### src/rtl/alu_share_ctrl_pkg.sv
// Shared opcode constants and controller state encoding for the shared ALU slice.
package alu_share_ctrl_pkg;

    localparam logic [1:0] OP_AND = 2'b00;
    localparam logic [1:0] OP_OR  = 2'b01;
    localparam logic [1:0] OP_XOR = 2'b10;
    localparam logic [1:0] OP_ADD = 2'b11;

    typedef enum logic [1:0] {
        S_IDLE = 2'd0,
        S_EXEC = 2'd1,
        S_DONE = 2'd2
    } state_t;

endpackage

### src/rtl/alu_share_ctrl_alu_core.sv
// Combinational logic/arithmetic slice: AND, OR, XOR and unsigned ADD with carry-out.
module alu_core
    import alu_share_ctrl_pkg::*;
#(
    parameter int WIDTH = 4
) (
    input  logic [1:0]       op,
    input  logic [WIDTH-1:0] a,
    input  logic [WIDTH-1:0] b,
    output logic [WIDTH-1:0] y,
    output logic             carry
);

    logic [WIDTH:0] sum;

    assign sum = {1'b0, a} + {1'b0, b};

    always_comb begin
        y     = '0;
        carry = 1'b0;
        case (op)
            OP_AND: y = a & b;
            OP_OR:  y = a | b;
            OP_XOR: y = a ^ b;
            OP_ADD: begin
                y     = sum[WIDTH-1:0];
                carry = sum[WIDTH];
            end
            default: y = '0;
        endcase
    end

endmodule

### src/rtl/alu_share_ctrl.sv
// Round-robin arbiter and sequencer sharing one ALU slice between two requesters.
module alu_share_ctrl
    import alu_share_ctrl_pkg::*;
#(
    parameter int WIDTH = 4
) (
    input  logic             clk,
    input  logic             rst,
    input  logic             req0,
    input  logic [1:0]       op0,
    input  logic [WIDTH-1:0] a0,
    input  logic [WIDTH-1:0] b0,
    input  logic             req1,
    input  logic [1:0]       op1,
    input  logic [WIDTH-1:0] a1,
    input  logic [WIDTH-1:0] b1,
    output logic             gnt0,
    output logic             gnt1,
    output logic             busy,
    output logic             done,
    output logic             done_id,
    output logic [WIDTH-1:0] y,
    output logic             carry
);

    state_t           state;
    state_t           state_next;
    logic             last;
    logic             take;
    logic             pick1;
    logic [1:0]       op_q;
    logic [WIDTH-1:0] a_q;
    logic [WIDTH-1:0] b_q;
    logic [WIDTH-1:0] alu_y;
    logic             alu_carry;

    // Requester 1 wins when alone, or when contended and requester 0 was served last.
    assign take  = req0 | req1;
    assign pick1 = req1 & (~req0 | ~last);
    assign busy  = (state != S_IDLE);

    always_ff @(posedge clk) begin
        if (rst) begin
            state <= S_IDLE;
        end else begin
            state <= state_next;
        end
    end

    always_comb begin
        state_next = state;
        case (state)
            S_IDLE:  if (take) state_next = S_EXEC;
            S_EXEC:  state_next = S_DONE;
            S_DONE:  state_next = S_IDLE;
            default: state_next = S_IDLE;
        endcase
    end

    always_ff @(posedge clk) begin
        if (rst) begin
            last    <= 1'b1;
            gnt0    <= 1'b0;
            gnt1    <= 1'b0;
            done    <= 1'b0;
            done_id <= 1'b0;
            y       <= '0;
            carry   <= 1'b0;
        end else begin
            gnt0 <= (state == S_IDLE) & take & ~pick1;
            gnt1 <= (state == S_IDLE) & take & pick1;
            done <= (state == S_EXEC);
            if (state == S_IDLE && take) begin
                last <= pick1;
            end
            if (state == S_EXEC) begin
                y       <= alu_y;
                carry   <= alu_carry;
                done_id <= last;
            end
        end
    end

    // Operand latches are pure data: captured only at grant, never reset.
    always_ff @(posedge clk) begin
        if (state == S_IDLE && take) begin
            op_q <= pick1 ? op1 : op0;
            a_q  <= pick1 ? a1 : a0;
            b_q  <= pick1 ? b1 : b0;
        end
    end

    alu_core #(
        .WIDTH(WIDTH)
    ) u_alu_core (
        .op    (op_q),
        .a     (a_q),
        .b     (b_q),
        .y     (alu_y),
        .carry (alu_carry)
    );

endmodule

### config.mk
export PLATFORM = sky130hd
export DESIGN_NAME = alu_share_ctrl
export DESIGN_NICKNAME = d
export VERILOG_FILES = /design/src/rtl/alu_share_ctrl_pkg.sv /design/src/rtl/alu_share_ctrl_alu_core.sv /design/src/rtl/alu_share_ctrl.sv
export SDC_FILE = /design/constraint.sdc
export NUM_CORES = 1
export LEC_CHECK = 0
export ABC_AREA = 1
export BUFFER_PORTS_ARGS = -buffer_cell sky130_fd_sc_hd__buf_2
export CORE_ASPECT_RATIO = 0.9
export CORE_UTILIZATION = 50
export CTS_CLUSTER_SIZE = 25
export DETAILED_ROUTE_END_ITERATION = 16
export HOLD_SLACK_MARGIN = 0.06
export PLACE_DENSITY = 0.78
export REMOVE_ABC_BUFFERS = 1
export SYNTH_ARGS = -nofsm -noshare
export SYNTH_HDL_FRONTEND = slang
export SYNTH_SLANG_ARGS = --single-unit
### constraint.sdc
create_clock -name clk -period 1.6 [get_ports clk]
set_input_delay 0.16 -clock clk [delete_from_list [all_inputs] [get_ports clk]]
set_output_delay 0.16 -clock clk [all_outputs]
set_load 0.1 [all_outputs]
==> results of run 1 <==
-- flip-flops by register name, indices dropped and copies added (netlist names) --
register and count:
carry 1, gnt0 1, b_q 4, state 2, a_q 4, done_id 1, y 4, done 1
op_q 2, last 1, gnt1 1
-- report_power, final --
group / total [W] / internal [W] / switching [W]
Combinational: 0.000490 / 0.000134 / 0.000356
Clock: 0.000369 / 0.000191 / 0.000179
Sequential: 0.000694 / 0.000657 / 0.0000380
Total: 0.00155 / 0.000981 / 0.000572
-- cell usage after synthesis (2+ instances only) --
cell      count
nand3_1       5
inv_2         2
dfxtp_1      12
buf_2         2
a21oi_1       7
inv_1        19
edfxtp_1     10
ha_1          8
o21ai_0       6
nor2_1       13
nand2_1      48
-- worst max-delay path, cell delays in order (launching register included) --
cell	delay (ps)
edfxtp_1	430
ha_2	220
inv_2	50
fa_1	390
or2_1	210
nand4_1	70
nor2_1	40
nor2_1	80
-- stage by stage --
| step | total power (W) | setup TNS [ps] |
|---|---|---|
| global placement | 0.00117 | 0 |
| CTS | 0.00155 | 0 |
| floorplan | 0.00107 | 0 |
| finish | 0.00155 | 0 |
| detailed placement | 0.00119 | 0 |
| global route | 0.00164 | -96.3 |
-- layer usage --
metal  global-route usage  up-vias  part of all wire
met5                    0        -                 0
met1                0.246      469              0.44
met2                0.382       31              0.51
met3               0.0190        3             0.035
li1                     -      530                 -
met4               0.0789        0             0.010
-- worst min path at each step --
stage | start | to | cells past startpoint
3_3_place_gp | rst | y[2] | 2
6_report | rst | y[2] | 2
3_5_place_dp | rst | y[2] | 2
2_1_floorplan | rst | y[2] | 1
5_1_grt | rst | y[2] | 2
4_1_cts | rst | y[2] | 2
-- cell type report --
| cell class | instances | area [µm²] |
|---|---|---|
| fill | 181 | 773 |
| sequential | 22 | 541 |
| multi-input combinational | 99 | 522 |
| timing repair buffer | 35 | 180 |
| inverter | 22 | 85.1 |
| clock buffer | 4 | 47.5 |
| tap | 27 | 33.8 |
-- cell families (layout without fill, tap and decap cells) --
logic type	count (synthesis)	after routing	synth area share
AND/OR/NAND/NOR	73	73	0.261
AO/OA/AOI/OAI	17	17	0.0797
buffers and inverters	25	61	0.0915
adder cells (fa/ha/maj)	9	9	0.103
flip-flops	22	22	0.465
-- what timing repair did --
action	in CTS	in global routing
endpoints found under the setup margin	1	3
pin swaps	0	2
setup buffers	0	1
gates resized for setup	1	2
==> impl_metrics.toml, run 1 <==
[detailed_routing]
ant_nets = 0
route.detailed.wl_per_inst_um = 10.8
detail_route.wirelength_um = 2260
vias_per_cell = 4.94
routed-via-count = 1033
drcViolationCount = 0
dr.pass1.iters = 4
drt_iter0_markers = 24

[worst_setup_path]
r2r_depth = 7
cp_data_required_time_ps = 1860
kind_of_start_point_of_the_critical_path = "flop"
r2r_end = "y[1]"
register_to_register_setup_slack_ps = 60
worst-endpoint-arrival_ps = 1800
setup.worst_path.end = "y[1]"
startpoint = "b_q[0]"
largest_driver_fanout_on_the_critical_path = 2
timing_worst_setup_path_type = "reg2reg"
end_kind = "flop"
crit-reg2reg-launch = "b_q[0]"

[logic_synthesis]
synth_sequential_area_ratio = 0.465
syn_inst = 146
async_reset_ff_frac = 0
synth_ff_type = "dfxtp_1"
synth_seq_cells = 22
yosysTopAreaCell = "edfxtp_1"
synth.avg_cell_area_um2 = 7.96
synthesis.yosys.warnings = 0
synth_edf_count = 10
synth_area_mm2 = 0.00116
ys_top_cells_by_area = "edfxtp_1 (26%), dfxtp_1 (21%), nand2_1 (16%), ha_1 (8.6%), inv_1 (6.1%)"
synthDistinctLibCells = 25
synth_top_cell_area_share = 0.258

[clock_network]
clk_latency_ps = 320
cts-hold-fix-buffers = 0
tritoncts = "yes"
htree_depth = 1
cts.sink_count = 22
clockBufferDepth = 2
cts_buffers = 3
clk_pin_slew_worst_paths_ps = 130
clock_tree.root_cell = "clkbuf_4"

[floorplanning]
initial_utilization = 0.533
dieArea_mm2 = 0.00252
rows = 16
fp.dieH_um = 47.7
core_area_mm2 = 0.00218
io_pins = 34
width_of_the_die_um = 52.8

[timing]
whs_ps = 67.9
worst-slew-pin-transition_ps = 490
final.min_clock_period_ps = 1540
worst_clock_skew_ps = 4.51
postLayoutSetupSlackWorst_ps = 60.8
grt_setup_unrepaired = "yes"
max_freq_mhz = 650
final-max-slew-violation-count = 0
final_min_period_over_clock_period = 0.962
slew_headroom = 0.676
finalSetupViolCount = 0
timing.final.hold_violations = 0

[placed_design]
hpwl_um = 1780
place_ws_ps = 24.5
dpl-instance-area_mm2 = 0.00135
dpl.cell_count = 204
place_congestion = 0.808
quantity_of_i_o_buffers_inserted_on_ports = 33

[global_route]
grt_max_degree = 14
initial_antenna_violation_count = 0
grt_remaining_overflow = 0
grt_first_pass_wirelength_um = 3640
grt_pass1_vias = 870
groute.usage.overall = 0.204

[finish]
insertedDiodeCount = 0
postLayoutCoreUtil = 0.646
layout-drive-gt1-share = 0.264
post-route-cell-area_mm2 = 0.00141
final_common_cell = "nand2_1"
design.final.nets = 216
stdcell_count = 209
most-common-layout-cells = "nand2_1 (48), buf_2 (33), inv_1 (18), nor2_1 (13), dfxtp_1 (12)"
area.growth.synth_to_final_pct = 21.2

[min_path]
worst_hold_path_type = "in2reg"

[power]
power.density_cell_area_mw_per_mm2 = 1100
maximum_resistive_drop_on_vdd_v = 0.000652
p_leak_nw = 0.753

[status]
status = "finished, final reports clean"

[flow_run]
max_cap_violations = 0
Note: power is estimated with default switching activity, not from simulation.
==> run 2, diff against run 1 <==
Settings changed: ABC_AREA 1 to 0.
==> impl_metrics.toml, run 2 <==
[worst_setup_path]
register_to_register_setup_slack_ps = -70
crit_slowest_cell = "edfxtp_1"
worst-endpoint-arrival_ps = 1920
largest_driver_fanout_on_the_critical_path = 2
cp_data_required_time_ps = 1850
r2r_depth = 7
max_stage_delay_ps = 420
end_kind = "flop"
timing_worst_setup_path_type = "reg2reg"
kind_of_start_point_of_the_critical_path = "flop"
worstPathCellList = "ha_2 > buf_4 > buf_4 > a21o_1 > a21oi_1 > a31oi_1 > a211oi_2"
path_common_cell = "buf_4"
r2r_end = "y[3]"
crit-reg2reg-launch = "b_q[0]"

[finish]
layout.area.seq_um2 = 541
final_common_cell = "buf_2"
area.growth.synth_to_final_pct = 22.1
post-route-cell-area_mm2 = 0.00142
most-common-layout-cells = "buf_2 (33), dfxtp_1 (12)"
multi_input_comb_area_um2 = 557
insertedDiodeCount = 0
design.final.nets = 178
stdcell_count = 171
fillers = 176
postLayoutCoreUtil = 0.649
largest_registers_in_the_final_layout = "a_q (4), b_q (4), y (4)"
layout-drive-gt1-share = 0.417

[timing]
worst-slew-pin-transition_ps = 490
final_min_period_over_clock_period = 1.04
final-max-slew-violation-count = 0
postLayoutSetupSlackWorst_ps = -66.2
slew_headroom = 0.676
final.min_clock_period_ps = 1670
worst_clock_skew_ps = 4.91
grt_setup_unrepaired = "yes"
timing.final.hold_violations = 0
finalSetupViolCount = 2
whs_ps = 124
setup-tns-final_ps = -116
max_freq_mhz = 600

[global_route]
grt_remaining_overflow = 0
grt_max_degree = 14
groute.usage.overall = 0.189
grt_first_pass_wirelength_um = 3280
grt_pass1_vias = 749
initial_antenna_violation_count = 0

[detailed_routing]
drt_iter0_markers = 19
dr.pass1.iters = 4
route.detailed.wl_per_inst_um = 12.6
ant_nets = 0
detail_route.wirelength_um = 2150
routed-via-count = 894
drcViolationCount = 0
vias_per_cell = 5.23

[power]
clkPwrFrac = 0.246
p_sw_frac = 0.350
maximum_resistive_drop_on_vdd_v = 0.000690
power_spent_charging_and_discharging_nets_w = 0.000539
power.density_cell_area_mw_per_mm2 = 1090
p_leak_nw = 0.653
seqPwrFrac = 0.448
pwr-share-comb = 0.305
internal_power_w = 0.00100

[clock_network]
tritoncts = "yes"
clockBufferDepth = 2
cts-hold-fix-buffers = 0
htree_depth = 1
cts_buffers = 3
clock_tree.root_cell = "clkbuf_4"
cts.sink_count = 22
clk_pin_slew_worst_paths_ps = 130
clk_latency_ps = 320

[flow_run]
max_cap_violations = 0

[floorplanning]
core_area_mm2 = 0.00218
dieArea_mm2 = 0.00251
fp.dieH_um = 47.7
rows = 16
width_of_the_die_um = 52.7
initial_utilization = 0.531
io_pins = 34

[logic_synthesis]
synth_ff_type = "dfxtp_1"
synthesis.yosys.warnings = 0
synth_area_mm2 = 0.00116
synthDistinctLibCells = 32
async_reset_ff_frac = 0
syn_inst = 108
post_synth_most_frequent_cells = "dfxtp_1 (12), inv_1 (11), edfxtp_1 (10), mux2_2 (10), nor2_1 (10)"
synth_seq_cells = 22
ys_top_cells_by_area = "edfxtp_1 (26%), dfxtp_1 (21%), mux2_2 (9.7%), ha_1 (8.6%), inv_1 (3.6%)"
yosysTopAreaCell = "edfxtp_1"
synth.avg_cell_area_um2 = 10.7
synth_top_cell_area_share = 0.259
leading_cell_type_by_number_of_instances_after_synthesis = "dfxtp_1"
synth_edf_count = 10
synth_sequential_area_ratio = 0.467

[min_path]
hold-path-cell-count = 2
worst_hold_path_type = "in2reg"
origin_of_the_worst_min_delay_path = "b1[3]"
timing.hold.worst_endpoint = "b_q[3]"

[placed_design]
dpl.cell_count = 166
quantity_of_i_o_buffers_inserted_on_ports = 33
hpwl_um = 1560
dpl-instance-area_mm2 = 0.00135
place_congestion = 0.770

[status]
status = "finished, violations left"
failed_checks = "negative setup slack"
==> run 2: metrics by stage <==
step / setup WS (ps) / power (W)
3_3_place_gp: -43.4 / 0.00114
4_1_cts: -66.1 / 0.00154
3_5_place_dp: -119 / 0.00116
6_report: -66.2 / 0.00154
5_1_grt: -158 / 0.00161
2_1_floorplan: -31.1 / 0.00104
==> run 2: repair_timing <==
| action | CTS | global route |
|---|---|---|
| setup buffers | 1 | 0 |
| pin swaps | 4 | 1 |
| setup endpoints to repair | 3 | 3 |
| gates resized for setup | 4 | 1 |
==> run 2: logic make-up (layout without fill, tap and decap cells) <==
| logic type | after synthesis | in the layout | share of synthesized area |
|---|---|---|---|
| xor+xnor | 1 | 1 | 0.00756 |
| mux | 11 | 11 | 0.106 |
| flops | 22 | 22 | 0.467 |
| compound gates | 20 | 20 | 0.126 |
| simple gates | 29 | 29 | 0.125 |
| buf+inv | 16 | 52 | 0.0648 |
| fa+ha+maj | 9 | 9 | 0.104 |
==> run 2: critical path, delay by kind of cell, from the launching register on <==
family          cells  cell delay, ps
buf+inv             2             260
fa+ha+maj           1             210
flops               1             420
compound gates      4             720
==> run 2: final cells by class <==
cell class	count	area share
timing repair buffer	37	0.138
tap	27	0.0239
clock buffer	4	0.0336
multi-input combinational	70	0.393
inverter	11	0.0292
sequential	22	0.382
==> run 2: how the worst max path moves through the flow <==
stage                     depth (start not counted)    from  slack (ps)   end
after floorplan                                   7  a_q[0]         -30  y[2]
after global placement                            7  a_q[0]         -40  y[2]
after detailed placement                          7  a_q[0]        -120  y[2]
after CTS                                         7  b_q[0]         -70  y[3]
after global routing                              7  b_q[0]        -160  y[2]
final                                             7  b_q[0]         -70  y[3]
==> run 2: power by group through the flow <==
stage	Combinational [W]	Clock, W	Sequential, W
3_5_place_dp	0.000455	0	0.000702
2_1_floorplan	0.000213	0	0.000830
5_1_grt	0.000514	0.000399	0.000698
3_3_place_gp	0.000439	0	0.000698
4_1_cts	0.000469	0.000381	0.000689
6_report	0.000470	0.000380	0.000691
==> run 2: routing by layer <==
metal	GRT usage	vias to the layer above	wire length, µm
met5	0	-	0
met4	0.0789	0	37
met3	0.0444	5	119
met2	0.339	28	1070
met1	0.222	414	919
li1	-	447	-
==> run 3, diff against run 2 <==
Settings changed: ABC_AREA 0 to 1, MAX_ROUTING_LAYER from default to met4.
==> impl_metrics.toml, run 3 (same netlist as run 1, synthesis figures left out) <==
[status]
status = "finished, final reports clean"

[finish]
final_common_cell = "nand2_1"
multi_input_comb_area_um2 = 537
design.final.nets = 216
stdcell_count = 209
most-common-layout-cells = "nand2_1 (47), buf_2 (33), inv_1 (17), nor2_1 (13), dfxtp_1 (12)"
area.growth.synth_to_final_pct = 20.7
insertedDiodeCount = 0
largest_registers_in_the_final_layout = "a_q (4), b_q (4), y (4)"
fillers = 192
layout-drive-gt1-share = 0.280
layout.area.seq_um2 = 541
post-route-cell-area_mm2 = 0.00140

[worst_setup_path]
kind_of_start_point_of_the_critical_path = "flop"
path_common_cell = "nor2_1"
setup.worst_path.end = "y[1]"
worst-endpoint-arrival_ps = 1850
cp_data_required_time_ps = 1860
largest_driver_fanout_on_the_critical_path = 3
crit-reg2reg-launch = "b_q[0]"
max_stage_delay_ps = 430
crit_slowest_cell = "edfxtp_1"
register_to_register_setup_slack_ps = 9
startpoint = "b_q[0]"
timing_worst_setup_path_type = "reg2reg"
worstPathCellList = "ha_2 > inv_2 > fa_2 > or2_1 > nand4_1 > nor2_1 > nor2_1"
end_kind = "flop"
r2r_depth = 7
r2r_end = "y[1]"

[flow_run]
max_cap_violations = 0

[timing]
whs_ps = 81.6
worst-slew-pin-transition_ps = 489
timing.final.hold_violations = 0
max_freq_mhz = 629
final-max-slew-violation-count = 0
slew_headroom = 0.676
worst_clock_skew_ps = 3.54
finalSetupViolCount = 0
setup-tns-final_ps = 0
final_min_period_over_clock_period = 0.994
final.min_clock_period_ps = 1590
grt_setup_unrepaired = "yes"

[global_route]
grt_first_pass_wirelength_um = 3770
groute.usage.overall = 0.220
grt_remaining_overflow = 0
grt_max_degree = 13
grt_pass1_vias = 898
initial_antenna_violation_count = 0

[clock_network]
tritoncts = "yes"
cts_buffers = 3
clk_pin_slew_worst_paths_ps = 120
clockBufferDepth = 2
htree_depth = 1
cts.sink_count = 22
clk_latency_ps = 310
cts-hold-fix-buffers = 0
clock_tree.root_cell = "clkbuf_4"

[power]
power_spent_charging_and_discharging_nets_w = 0.000575
pwr-share-comb = 0.352
p_leak_nw = 0.749
power.density_cell_area_mw_per_mm2 = 1040
clkPwrFrac = 0.175
seqPwrFrac = 0.474
internal_power_w = 0.000889
finalPower_w = 0.00146
maximum_resistive_drop_on_vdd_v = 0.000658
p_sw_frac = 0.393

[floorplanning]
core_area_mm2 = 0.00218
rows = 16
io_pins = 34
fp.dieH_um = 47.7
dieArea_mm2 = 0.00252
width_of_the_die_um = 52.8
initial_utilization = 0.533

[detailed_routing]
detail_route.wirelength_um = 2300
drt_iter0_markers = 36
dr.pass1.iters = 4
drcViolationCount = 0
routed-via-count = 1025
ant_nets = 0
route.detailed.wl_per_inst_um = 11.0
vias_per_cell = 4.90

[min_path]
worst_hold_path_type = "in2reg"

[placed_design]
hpwl_um = 1810
quantity_of_i_o_buffers_inserted_on_ports = 33
place_congestion = 0.825
dpl.cell_count = 204
dpl-instance-area_mm2 = 0.00135
-- run 3: worst min path at each step --
stage	from	endpoint	slack (ps)	depth (start not counted)
floorplan	rst	y[2]	220	1
finish	rst	y[2]	80	2
CTS	rst	y[2]	70	2
detailed placement	rst	y[2]	410	2
global placement	rst	y[2]	410	2
global route	rst	y[2]	80	2
-- run 3: repair_timing --
item,CTS,global route
setup buffers,0,1
pin swaps,0,4
gates resized for setup,2,6
endpoints found under the setup margin,2,3
-- run 3: final cells by class --
cell class,instances,area share
Clock buffer,3,0.0161
Clock inverter,1,0.00268
Inverter,22,0.0607
Multi-Input combinational cell,99,0.383
Sequential cell,22,0.385
Tap cell,27,0.0241
Timing Repair Buffer,35,0.128
-- run 3: routing by layer --
| layer | up-vias | track usage | wire [µm] |
|---|---|---|---|
| met4 | 0 | 0.0316 | 13 |
| met2 | 40 | 0.395 | 1170 |
| met5 | - | - | 0 |
| li1 | 531 | - | - |
| met1 | 451 | 0.255 | 967 |
| met3 | 3 | 0.0571 | 145 |
-- run 3: power by group through the flow --
stage | logic [W] | clock network (W) | registers, W
2_1_floorplan | 0.000228 | 0 | 0.000845
3_3_place_gp | 0.000469 | 0 | 0.000703
3_5_place_dp | 0.000489 | 0 | 0.000706
4_1_cts | 0.000492 | 0.000264 | 0.000693
5_1_grt | 0.000568 | 0.000290 | 0.000703
6_report | 0.000515 | 0.000256 | 0.000693
-- run 3: per-stage QoR --
step                      setup slack (ps)   util
after floorplan                        114      -
after global placement                77.2  0.618
after detailed placement              4.88  0.618
after CTS                            -8.84  0.632
after global routing                 -97.5  0.643
final                                 9.50  0.643
-- run 3: critical path: cells and delay by family, from the launching register on --
family        cells  cell delay (ps)
fa+ha+maj         2              630
buf+inv           1               50
flops             1              430
simple gates      4              420
